`config.mk`:
```
export PLATFORM = sky130hd
export DESIGN_NAME = simd_shifter_pipe_flat
export DESIGN_NICKNAME = d
export VERILOG_FILES = /design/src/rtl/simd_shifter_pipe_if.sv /design/src/rtl/simd_shifter_pipe.sv /design/src/flat_wrapper.sv
export SDC_FILE = /design/constraint.sdc
export NUM_CORES = 1
export LEC_CHECK = 0
export BUFFER_PORTS_ARGS = -buffer_cell sky130_fd_sc_hd__buf_4
export CORE_MARGIN = 3
export CORE_UTILIZATION = 29
export DETAILED_ROUTE_END_ITERATION = 10
export PLACE_DENSITY = 0.4
export SLEW_MARGIN = 5
export SYNTH_ARGS = -nofsm -noshare
export SYNTH_HDL_FRONTEND = slang
export SYNTH_SLANG_ARGS = --single-unit
```
`constraint.sdc`:
```
create_clock -name clk -period 4.95 [get_ports clk]
set_input_delay 0.7425 -clock clk [delete_from_list [all_inputs] [get_ports clk]]
set_output_delay 0.7425 -clock clk [all_outputs]
set_load 0.03 [all_outputs]
```
`src/rtl/simd_shifter_pipe_if.sv`:
```
// Request/result bus of the SIMD shifter: valid/ready request side feeding
// the pipeline, valid/ready result side toward writeback.
interface simd_shifter_pipe_if #(
   parameter int WIDTH = 16,
   parameter int AW    = $clog2(WIDTH)
);
   logic             in_valid;
   logic             in_ready;
   logic [WIDTH-1:0] in_data;
   logic [AW-1:0]    in_amt;
   logic [1:0]       in_mode;
   logic [1:0]       in_op;

   logic             out_valid;
   logic             out_ready;
   logic [WIDTH-1:0] out_data;
   logic             out_zero;
   logic             out_err;

   // Requester / result consumer side.
   modport master (
      output in_valid, in_data, in_amt, in_mode, in_op, out_ready,
      input  in_ready, out_valid, out_data, out_zero, out_err
   );

   // Shifter side.
   modport slave (
      input  in_valid, in_data, in_amt, in_mode, in_op, out_ready,
      output in_ready, out_valid, out_data, out_zero, out_err
   );
endinterface

```
`src/rtl/simd_shifter_pipe.sv`:
```
// Two-register pipelined SIMD shifter: 1, 2 or 4 independent lanes, each
// shifted or rotated by a per-request amount, with full-throughput backpressure.
module simd_shifter_pipe #(
   parameter int WIDTH = 16,
   parameter int AW    = $clog2(WIDTH)
) (
   input  logic                 clk,
   input  logic                 rst_n,
   simd_shifter_pipe_if.slave   bus
);

   typedef enum logic [1:0] {
      OP_SLL = 2'b00,
      OP_SRL = 2'b01,
      OP_SRA = 2'b10,
      OP_ROL = 2'b11
   } op_e;

   typedef enum logic [1:0] {
      MODE_X1  = 2'b00,
      MODE_X2  = 2'b01,
      MODE_X4  = 2'b10,
      MODE_RSV = 2'b11
   } mode_e;

   logic             s1_valid;
   logic [WIDTH-1:0] s1_data;
   logic [AW-1:0]    s1_amt;
   mode_e            s1_mode;
   op_e              s1_op;

   logic             s2_free;
   logic             s2_load;
   logic             accept;
   logic [AW-1:0]    amt_mask;
   logic [WIDTH-1:0] shift_res;

   // ---------------------------------------------------------------------
   // Handshake: in_ready depends only on registered state and out_ready.
   // ---------------------------------------------------------------------
   assign s2_free      = !bus.out_valid || bus.out_ready;
   assign s2_load      = s1_valid && s2_free;
   assign bus.in_ready = !s1_valid || s2_free;
   assign accept       = bus.in_valid && bus.in_ready;

   // Shift amount is reduced modulo the lane width of the requested mode;
   // the reserved mode behaves as one full-width lane.
   always_comb begin
      case (mode_e'(bus.in_mode))
         MODE_X2: amt_mask = AW'(WIDTH / 2 - 1);
         MODE_X4: amt_mask = AW'(WIDTH / 4 - 1);
         default: amt_mask = AW'(WIDTH - 1);
      endcase
   end

   // ---------------------------------------------------------------------
   // Stage 1: request register.
   // ---------------------------------------------------------------------
   // NOTE: sequential state is written with <= only, so every register in
   // this block samples pre-edge values regardless of statement order.
   always_ff @(posedge clk or negedge rst_n) begin
      if (!rst_n) begin
         s1_valid <= 1'b0;
         s1_data  <= '0;
         s1_amt   <= '0;
         s1_mode  <= MODE_X1;
         s1_op    <= OP_SLL;
      end else if (accept) begin
         // Covers the simultaneous hand-off case: S1 reloads, no bubble.
         s1_valid <= 1'b1;
         s1_data  <= bus.in_data;
         s1_amt   <= bus.in_amt & amt_mask;
         s1_mode  <= mode_e'(bus.in_mode);
         s1_op    <= op_e'(bus.in_op);
      end else if (s2_load) begin
         s1_valid <= 1'b0;
      end
   end

   // ---------------------------------------------------------------------
   // Lane engines: one per lane count; no bit ever crosses a lane boundary.
   // ---------------------------------------------------------------------
   for (genvar g = 0; g < 3; g++) begin : gen_lane
      localparam int LW = WIDTH >> g;
      localparam int NL = 1 << g;

      logic [WIDTH-1:0] res;

      always_comb begin : p_lane
         logic [LW-1:0] v;
         // NOTE: every combinational output gets a default first so no path
         // through the loop or case can leave it unassigned (no latch).
         res = '0;
         v   = '0;
         for (int l = 0; l < NL; l++) begin
            v = s1_data[l*LW +: LW];
            case (s1_op)
               OP_SLL:  res[l*LW +: LW] = v << s1_amt;
               OP_SRL:  res[l*LW +: LW] = v >> s1_amt;
               OP_SRA:  res[l*LW +: LW] = LW'($signed(v) >>> s1_amt);
               default: res[l*LW +: LW] = (v << s1_amt) | (v >> (LW - int'(s1_amt)));
            endcase
         end
      end
   end

   always_comb begin
      case (s1_mode)
         MODE_X2: shift_res = gen_lane[1].res;
         MODE_X4: shift_res = gen_lane[2].res;
         default: shift_res = gen_lane[0].res;
      endcase
   end

   // ---------------------------------------------------------------------
   // Stage 2: output register; holds stable while the consumer stalls.
   // ---------------------------------------------------------------------
   always_ff @(posedge clk or negedge rst_n) begin
      if (!rst_n) begin
         bus.out_valid <= 1'b0;
         bus.out_data  <= '0;
         bus.out_zero  <= 1'b0;
         bus.out_err   <= 1'b0;
      end else if (s2_load) begin
         bus.out_valid <= 1'b1;
         bus.out_data  <= shift_res;
         bus.out_zero  <= (shift_res == '0);
         bus.out_err   <= (s1_mode == MODE_RSV);
      end else if (bus.out_ready) begin
         bus.out_valid <= 1'b0;
      end
   end

endmodule

```
`src/flat_wrapper.sv`:
```
// flat-port wrapper written by rule: the top's interface ports become plain ports
module simd_shifter_pipe_flat 
#(
   parameter int WIDTH = 16,
   parameter int AW    = $clog2(WIDTH)
)
  (clk, rst_n, bus_in_valid, bus_in_data, bus_in_amt, bus_in_mode, bus_in_op, bus_out_ready, bus_in_ready, bus_out_valid, bus_out_data, bus_out_zero, bus_out_err);
  simd_shifter_pipe_if #(.WIDTH(WIDTH), .AW(AW)) bus_i ();
  input  logic clk;
  input  logic rst_n;
  input wire logic [$bits(bus_i.in_valid)-1:0] bus_in_valid;
  input wire logic [$bits(bus_i.in_data)-1:0] bus_in_data;
  input wire logic [$bits(bus_i.in_amt)-1:0] bus_in_amt;
  input wire logic [$bits(bus_i.in_mode)-1:0] bus_in_mode;
  input wire logic [$bits(bus_i.in_op)-1:0] bus_in_op;
  input wire logic [$bits(bus_i.out_ready)-1:0] bus_out_ready;
  output wire logic [$bits(bus_i.in_ready)-1:0] bus_in_ready;
  output wire logic [$bits(bus_i.out_valid)-1:0] bus_out_valid;
  output wire logic [$bits(bus_i.out_data)-1:0] bus_out_data;
  output wire logic [$bits(bus_i.out_zero)-1:0] bus_out_zero;
  output wire logic [$bits(bus_i.out_err)-1:0] bus_out_err;
  assign bus_i.in_valid = bus_in_valid;
  assign bus_i.in_data = bus_in_data;
  assign bus_i.in_amt = bus_in_amt;
  assign bus_i.in_mode = bus_in_mode;
  assign bus_i.in_op = bus_in_op;
  assign bus_i.out_ready = bus_out_ready;
  assign bus_in_ready = bus_i.in_ready;
  assign bus_out_valid = bus_i.out_valid;
  assign bus_out_data = bus_i.out_data;
  assign bus_out_zero = bus_i.out_zero;
  assign bus_out_err = bus_i.out_err;
  simd_shifter_pipe #(.WIDTH(WIDTH), .AW(AW)) u_core (.clk(clk), .rst_n(rst_n), .bus(bus_i));
endmodule
```
==> impl_metrics.ini <==
[status]
outcome = finished, final reports clean

[worst_setup_path]
reg2reg_from = u_core.s1_amt[1]
rr_worst_depth = 11
crit_path_end_kind = flop
start_kind = flop
r2r_end = u_core.bus.out_zero
worstPathMaxFanout = 21
rrSetupSlack_ps = 720
setup.worst_path.class = flop to flop
critPathArrivalTime_ps = 4420
critical_path_required_ps = 5150

[drt]
vias_per_cell = 6.92
initialDrtViolationCount = 1123
route.detailed.drc = 0
vias = 8032
routed_wl_um = 37800
wl_per_cell_um = 32.6
drtPass1Iterations = 6
detail-route-antenna-nets = 0

[synthesis]
synth_cell_type_count = 84
synth_compound_area_frac = 0.292
syn_inst = 861
seq_area_frac_synth = 0.163
ys_top_cells_by_area = dfrtp_1 16%, mux4_2 8.7%, mux2i_1 7.1%, mux2_2 6.5%, nand2_1 4.7%
synthMuxAreaShare = 0.234
postSynthAreaPerCell_um2 = 7.85
async_reset_ff_frac = 1.00
synth_flop_cell = dfrtp_1
synth_edf_count = 0
synth_seq_cells = 44
netlist_area_um2 = 6760
synth_common_cells = 85 x nand2_1, 66 x clkbuf_1, 54 x nor2_1
synth-simple-area-share = 0.216
synth.largest_area_cell = dfrtp_1
synth.most_common_cell = nand2_1
syn_nets = 894
synth_fa_ha_area_frac = 0.00925
yosysTopAreaCellShare = 0.163
synth_top_family_by_area = compound AO/OA/AOI/OAI gates
synth-xor-area-share = 0.00648
yosysWarnings = 0

[clock_tree]
postCtsHoldBufs = 0
clkTransAtPathRegs_ps = 70
cts_resized = 0
cts_buffers = 5
insertion_delay_ps = 310
root_buffer = clkbuf_16
postCtsSetupBuffers = 0
htreeDepth = 2
cts_buffer_depth = 2
tritoncts = yes
clock_sinks = 44

[floorplan]
start_util = 0.297
dieWidth_um = 159
die_h_um = 159
die_area_um2 = 25200
rows = 55
core-area_um2 = 22800
ios = 48

[placement]
dp_hpwl_um = 26000
portBuffers = 47
gp_congestion = 0.987
dp_slack_ps = 840

[final_layout]
area_growth_pct = 11.0
layout-drive-gt1-share = 0.216
antenna_cells = 0
final_nets = 879

[global_route]
grt_max_degree = 100
antenna_found_initial = 0
grt_pass1_wl_um = 55000
grt_pass1_vias = 7864
overflow = 0
grt_usage = 0.289

[timing]
rsz0062_at_grt = false
period_needed_ps = 4230
setup_violations = 0
finalHoldViolations = 0
clock.fmax_mhz = 237
fin_skew_ps = 7.27
drv_slew = 0
fin_tns_setup_ps = 0
worstMarginPinSlew_ps = 1360
max_slew_margin = 0.0855
period_share = 0.854
fin_ws_ps = 725

[hold_path]
hold_path_class = primary input to async pin

[pwr]
max-vdd-ir-drop_v = 0.000133
p_per_area_nw_per_um2 = 442
p_leak_uw = 0.00287

[run]
drv_cap = 0
==> worst max-delay path by stage <==
stage | start | to | slack [ps] | cells past startpoint
floorplan | u_core.s1_amt[0] | u_core.bus.out_zero | 930 | 15
global placement | u_core.s1_amt[1] | u_core.bus.out_zero | 920 | 11
detailed placement | u_core.s1_amt[1] | u_core.bus.out_zero | 840 | 11
CTS | u_core.s1_amt[1] | u_core.bus.out_zero | 820 | 11
global route | u_core.s1_amt[1] | u_core.bus.out_zero | 600 | 11
finish | u_core.s1_amt[1] | u_core.bus.out_zero | 720 | 11
==> report_power, final <==
| part | switching, uW | internal, uW |
|---|---|---|
| logic | 1490 | 818 |
| clock network | 164 | 189 |
| registers | 214 | 447 |
| total | 1860 | 1450 |
==> cell usage in the layout, fill, tap and decap left out, types with 6 or more instances in the layout <==
master / n
nor2b_1: 11
o32ai_1: 6
nand3b_1: 7
a211o_1: 8
mux2i_1: 48
a21oi_1: 40
dfrtp_1: 40
nor4_1: 6
and3_1: 8
a31o_2: 6
nand3_1: 36
nand2b_1: 20
a32o_1: 7
o221ai_1: 11
o2111ai_1: 8
o21ai_1: 12
buf_4: 83
nand2_1: 85
a211oi_1: 6
nand4_1: 11
mux2_2: 39
nor2_1: 54
o211ai_1: 14
inv_1: 14
a22oi_1: 7
o22ai_1: 8
o31ai_1: 8
a31oi_1: 21
o21ai_0: 48
nor3_1: 15
and2_1: 7
mux4_2: 26
==> logic make-up (layout without fill, tap and decap cells) <==
kind of cell             count (synthesis)  count (layout)
AND/OR/NAND/NOR                        289             289
flip-flops                              44              44
adder cells (fa/ha/maj)                  5               5
buffers and inverters                  124             110
XOR/XNOR                                 5               5
AO/OA/AOI/OAI                          276             276
multiplexers                           118             118
==> sequential cells by signal (all words and copies together), names as in the netlist <==
name                      cells
u_core.bus.out_data          16
u_core.gen_lane.p_lane.v     16
u_core.s1_amt                 4
u_core.s1_mode                2
u_core.s1_op                  2
u_core.bus.out_err            1
u_core.bus.out_valid          1
u_core.bus.out_zero           1
u_core.s1_valid               1
==> metrics by stage <==
stage	util	power (uW)	instance area [um2]	hold slack, ps	cells
4_1_cts	0.330	3230	7510	484	1160
2_1_floorplan	-	2030	6760	447	861
3_5_place_dp	0.323	2870	7370	475	1152
5_1_grt	0.330	3430	7510	492	1160
3_3_place_gp	0.323	2900	7370	463	1152
6_report	0.330	3320	7510	425	1160
==> worst max-delay path: stages, from the launching register on <==
cell and delay, ps:
dfrtp_2 400, inv_1 380, ha_1 720, buf_4 420, mux4_2 390, mux2_2 280, a32o_1 200, a311o_1 280
o22ai_2 180, nand3_1 100, or4b_1 520, o41ai_2 230
==> final cells by class <==
cell class,instances,area (um2)
clock buffers,7,133
clock inverters,1,8.76
fillers,2403,15300
inverters,17,63.8
multi-input cells,693,5140
flip-flops and latches,44,1110
well taps,313,392
repair buffers,85,663
==> metal layers <==
metal	wire length, um	part of all wire	global-route usage
met1	14900	0.39	0.378
met2	16300	0.43	0.439
met3	3950	0.10	0.0618
met4	2650	0.070	0.168
met5	0	0	0
No activity file was read; power rests on OpenSTA's default activity.
